===== src/rtl/siso_frame_rx_pkg.sv =====
// Shared types, line levels and parity helper for the serial frame receiver.
package siso_rx_pkg;

  typedef enum logic [1:0] {
    IDLE   = 2'd0,
    DATA   = 2'd1,
    PARITY = 2'd2,
    STOP   = 2'd3
  } state_e;

  localparam logic START_BIT  = 1'b1;
  localparam logic STOP_BIT   = 1'b0;
  localparam logic IDLE_LEVEL = 1'b0;

  // Parity bit a transmitter would append to word (zero-extended input).
  function automatic logic calc_parity(input logic [31:0] word, input logic odd);
    return (^word) ^ odd;
  endfunction

endpackage


===== src/rtl/siso_frame_rx_if.sv =====
// Parallel word output with valid/ack handshake plus status flags.
interface siso_frame_rx_if #(
  parameter int DATA_W = 8
);
  logic [DATA_W-1:0] dout;
  logic              dout_valid;
  logic              dout_ack;
  logic              busy;
  logic              parity_err;
  logic              frame_err;
  logic              overrun;

  modport master (
    output dout, dout_valid, busy, parity_err, frame_err, overrun,
    input  dout_ack
  );

  modport slave (
    input  dout, dout_valid, busy, parity_err, frame_err, overrun,
    output dout_ack
  );
endinterface


===== src/rtl/siso_frame_rx.sv =====
// Deframes a start/data/parity/stop serial stream into parallel words.
module siso_frame_rx
  import siso_rx_pkg::*;
#(
  parameter int DATA_W     = 8,
  parameter int PARITY_EN  = 1,
  parameter int PARITY_ODD = 0
) (
  input  logic            clk,
  input  logic            reset,
  input  logic            si,
  siso_frame_rx_if.master rx
);

  localparam int CW = $clog2(DATA_W + 1);

  state_e            state_q, state_d;
  logic [CW-1:0]     cnt_q;
  logic [DATA_W-1:0] sh_q;
  logic              par_q;
  logic              last_bit;
  logic              stop_ok;
  logic              par_ok;
  logic              good;

  assign last_bit = (cnt_q == CW'(DATA_W - 1));
  assign stop_ok  = (si == STOP_BIT);
  assign par_ok   = (PARITY_EN == 0) ||
                    (calc_parity(32'(sh_q), (PARITY_ODD != 0)) == par_q);
  assign good     = (state_q == STOP) && stop_ok && par_ok;

  always_comb begin
    state_d = state_q;
    unique case (state_q)
      IDLE:    if (si == START_BIT) state_d = DATA;
      DATA:    if (last_bit) state_d = (PARITY_EN != 0) ? PARITY : STOP;
      PARITY:  state_d = STOP;
      STOP:    state_d = IDLE;
      default: state_d = IDLE;
    endcase
  end

  always_ff @(posedge clk) begin
    if (!reset) begin
      state_q       <= IDLE;
      cnt_q         <= '0;
      sh_q          <= '0;
      par_q         <= 1'b0;
      rx.dout       <= '0;
      rx.dout_valid <= 1'b0;
      rx.busy       <= 1'b0;
      rx.parity_err <= 1'b0;
      rx.frame_err  <= 1'b0;
      rx.overrun    <= 1'b0;
    end else begin
      state_q <= state_d;
      cnt_q   <= (state_q == DATA) ? cnt_q + CW'(1) : '0;

      // Clear on the start bit so a stale word never leaks into the next one.
      if (state_q == IDLE && si == START_BIT) sh_q <= '0;
      if (state_q == DATA) begin
        for (int i = 0; i < DATA_W; i++)
          if (cnt_q == CW'(i)) sh_q[i] <= si;
      end
      if (state_q == PARITY) par_q <= si;

      // busy tracks the state register, so it is high exactly in DATA..STOP.
      rx.busy       <= (state_d != IDLE);
      rx.frame_err  <= (state_q == STOP) && !stop_ok;
      rx.parity_err <= (state_q == STOP) && !par_ok;
      rx.overrun    <= good && rx.dout_valid && !rx.dout_ack;

      if (good) begin
        rx.dout       <= sh_q;
        rx.dout_valid <= 1'b1;
      end else if (rx.dout_ack && rx.dout_valid) begin
        rx.dout_valid <= 1'b0;
      end
    end
  end

endmodule


===== src/flat_wrapper.sv =====
// flat-port wrapper written by rule: the top's interface ports become plain ports
module siso_frame_rx_flat import siso_rx_pkg::*;
#(
  parameter int DATA_W     = 8,
  parameter int PARITY_EN  = 1,
  parameter int PARITY_ODD = 0
)
  (clk, reset, si, rx_dout, rx_dout_valid, rx_busy, rx_parity_err, rx_frame_err, rx_overrun, rx_dout_ack);
  siso_frame_rx_if #(.DATA_W(DATA_W)) rx_i ();
  input  logic clk;
  input  logic reset;
  input  logic si;
  output wire logic [$bits(rx_i.dout)-1:0] rx_dout;
  output wire logic [$bits(rx_i.dout_valid)-1:0] rx_dout_valid;
  output wire logic [$bits(rx_i.busy)-1:0] rx_busy;
  output wire logic [$bits(rx_i.parity_err)-1:0] rx_parity_err;
  output wire logic [$bits(rx_i.frame_err)-1:0] rx_frame_err;
  output wire logic [$bits(rx_i.overrun)-1:0] rx_overrun;
  input wire logic [$bits(rx_i.dout_ack)-1:0] rx_dout_ack;
  assign rx_dout = rx_i.dout;
  assign rx_dout_valid = rx_i.dout_valid;
  assign rx_busy = rx_i.busy;
  assign rx_parity_err = rx_i.parity_err;
  assign rx_frame_err = rx_i.frame_err;
  assign rx_overrun = rx_i.overrun;
  assign rx_i.dout_ack = rx_dout_ack;
  siso_frame_rx #(.DATA_W(DATA_W), .PARITY_EN(PARITY_EN), .PARITY_ODD(PARITY_ODD)) u_core (.clk(clk), .reset(reset), .si(si), .rx(rx_i));
endmodule

===== config.mk =====
export PLATFORM = sky130hd
export DESIGN_NAME = siso_frame_rx_flat
export DESIGN_NICKNAME = d
export VERILOG_FILES = /design/src/rtl/siso_frame_rx_pkg.sv /design/src/rtl/siso_frame_rx_if.sv /design/src/rtl/siso_frame_rx.sv /design/src/flat_wrapper.sv
export SDC_FILE = /design/constraint.sdc
export NUM_CORES = 1
export LEC_CHECK = 0
export ABC_AREA = 1
export ABC_CLOCK_PERIOD_IN_PS = 2700
export CORE_MARGIN = 1.5
export CORE_UTILIZATION = 49
export CTS_CLUSTER_SIZE = 28
export DETAILED_ROUTE_END_ITERATION = 10
export DONT_BUFFER_PORTS = 1
export PLACE_DENSITY_LB_ADDON = 0.12
export REMOVE_ABC_BUFFERS = 1
export SYNTH_ARGS = -nofsm -noshare
export SYNTH_HDL_FRONTEND = slang
export SYNTH_SLANG_ARGS = --single-unit

===== constraint.sdc =====
create_clock -name clk -period 2.7 [get_ports clk]
set_input_delay 0.27 -clock clk [delete_from_list [all_inputs] [get_ports clk]]
set_output_delay 0.27 -clock clk [all_outputs]
set_load 0.01 [all_outputs]

==> qor.yml <==
status: "completed"
p_per_area_nw_per_um2: 501.1
synth.area.top_cells: "dfxtp_1 (41%), nand2_1 (15%), inv_1 (8.7%)"
required_ns: 2.95
cp-end-kind: "register"
post_synth_fa_ha_maj_area_fraction: 0.03623
grt_pass1_vias: 1046
clock_tree.root_cell: "clkbuf_4"
syn_area_um2: 1381
yosys_warnings: 0
grt_antenna_before_repair: 0
track_usage: 0.1747
endpoint: "u_core.rx.dout[3]$_SDFFE_PN0P_"
final_util: 0.5397
netlist_instances: 200
dp.cells: 229
synth_top_family_by_area: "simple AND/OR/NAND/NOR gates"
firstDrtPassIters: 4
rsz0062_at_grt: "no"
core-area_um2: 2710
postCtsSetupRepairBufs: 0
synthMuxAreaShare: 0
reg2reg_depth: 11
clk_latency_ns: 0.33
hold_buffers: 0
numClockSinks: 28
setup_viol: 0
seqCellArea_um2: 560.5
async_flop_share: 0
wl_per_cell_um: 11.30
gp_congestion: 0.7914
regToRegSetupSlack_ns: 1.31
r2r-start: "u_core.sh_q[3]$_SDFF_PN0_"
synth-seq-area-share: 0.4058
peakVddDrop_mv: 0.3496
multiInputGateArea_um2: 671.9
synth_area_per_cell_um2: 6.907
hpwlAfterDp_um: 1991
cts_max_path_buffers: 2
drive_above_1_share: 0.1188
synth-compound-area-share: 0.06703
vias: 1161
io_pins: 17
fin_setup_tns_ns: 0
core.rowCount: 19
fin_crit_sh: 0.5163
worstSetupPathType: "register to register"
tightest_slew_ns: 0.3596
portBuffers: 0
fin_nets: 211
fin_crit_ns: 1.394
stdcell_count: 233
overflow: 0
maxCapViolations: 0
antenna_cells: 0
fmax_ghz: 0.7174
path_clk_slew_ns: 0.14
p_leak_nw: 0.6356
fp.dieW_um: 56.10
fillCellCount: 285
drt_iter0_drc: 29
final_hold_viol_count: 0
yosysMostFrequentCell: "nand2_1"
drc: 0
synth-edff-count: 0
r2r-end: "u_core.rx.dout[3]$_SDFFE_PN0P_"
die_height_um: 56.10
synth_xor_area_frac: 0
hold_path_depth: 2
grt_max_degree: 21
yosysTopAreaCell: "dfxtp_1"
syn2layout_area_growth_pct: 5.887
vias_per_cell: 4.983
grt_pass1_wl_um: 4367
synthSimpleGateAreaFrac: 0.3832
setup_slack_ns: 1.306
die-area_um2: 3147
place_ws_ns: 1.333
antenna_left: 0
synth.top_cells.by_count: "nand2_1 (54), inv_1 (32), dfxtp_1 (28), nand3_1 (21), nor2_1 (15)"
wl_um: 2632
start_util: 0.5097
clock_skew_ns: 0.007350
synthFlopType: "dfxtp_1"
slew_headroom: 0.7600
hp-class: "primary input to register"
arrival_ns: 1.64
cts_buffers: 3
cts_tree: "done"
ys_seq_elements: 28
cp-startpoint: "u_core.sh_q[3]$_SDFF_PN0_"
crit_fanout: 9
synth_cell_types: 23
htree_levels: 1
start_kind: "register"
cts.repair.resized: 0
yosysTopAreaCellShare: 0.4058
maxSlewViolCount: 0
[worst min-delay path by stage]
stage          startpoint                        endpoint  slack (ns)
2_1_floorplan       reset  u_core.rx.dout[1]$_SDFFE_PN0P_        0.39
3_3_place_gp        reset  u_core.rx.dout[3]$_SDFFE_PN0P_        0.40
3_5_place_dp        reset  u_core.rx.dout[2]$_SDFFE_PN0P_        0.40
4_1_cts             reset  u_core.rx.dout[2]$_SDFFE_PN0P_        0.03
5_1_grt             reset  u_core.rx.dout[2]$_SDFFE_PN0P_        0.02
6_report            reset  u_core.rx.dout[5]$_SDFFE_PN0P_        0.05
[flip-flops by register name, summed over array words and instances, names as in the netlist]
register	cells
u_core.cnt_q	4
u_core.par_q	1
u_core.rx.busy	1
u_core.rx.dout	8
u_core.rx.dout_valid	1
u_core.rx.frame_err	1
u_core.rx.overrun	1
u_core.rx.parity_err	1
u_core.sh_q	8
u_core.state_q	2
[metrics by stage]
| stage | total power [mW] | hold WS, ns | instance area [µm²] |
|---|---|---|---|
| floorplan | 0.4645 | 0.3907 | 1371 |
| global placement | 0.4715 | 0.4022 | 1410 |
| detailed placement | 0.4732 | 0.4008 | 1410 |
| CTS | 0.7424 | 0.02690 | 1463 |
| global route | 0.7580 | 0.02408 | 1463 |
| finish | 0.7330 | 0.04638 | 1463 |
[layer usage]
| metal | vias up | share of wire | global-route usage |
|---|---|---|---|
| met3 | 4 | 0.032 | 0.03256 |
| met1 | 515 | 0.48 | 0.2103 |
| met2 | 15 | 0.48 | 0.3092 |
| li1 | 627 | - | - |
| met5 | - | 0 | 0 |
| met4 | 0 | 0.013 | 0.06122 |
[placed cells by master, fill, tap and decap left out, drive strengths merged]
master and instances:
a31oi 1, nor3 2, o21ai 9, dfxtp 28, ha 4, a41oi 1, clkbuf 3, nor3b 1
or2 1, o21bai 1, nand4 5, nand3 24, bufinv 1, nand2 62, a21oi 5, inv 37
nor2 17
[report_power, final]
group	switching, mW	internal, mW	total (mW)
clock	0.119	0.150	0.269
combinational	0.0288	0.0126	0.0414
sequential	0.00443	0.418	0.423
total	0.152	0.581	0.733
[kinds of logic after synthesis]
kind of cell,count (synthesis)
AO/OA/AOI/OAI,17
adder cells (fa/ha/maj),4
buffers and inverters,39
flip-flops,28
AND/OR/NAND/NOR,112
[final cells by class]
type | count | area share
clock buffers | 3 | 0.01540
clock inverters | 1 | 0.02053
inverters | 37 | 0.09495
multi-input cells | 133 | 0.4594
flip-flops and latches | 28 | 0.3832
well taps | 31 | 0.02652
[worst max-delay path, stage by stage, from the launching register on]
cell,delay [ns]
dfxtp_1,0.41
inv_1,0.10
nand2_1,0.06
nand2_1,0.07
nand2_1,0.08
nand2_1,0.08
inv_1,0.07
nand3_1,0.08
nand2_2,0.16
nand3_1,0.10
nand2_1,0.07
nor2_1,0.03
(Power assumes the default switching activity.)
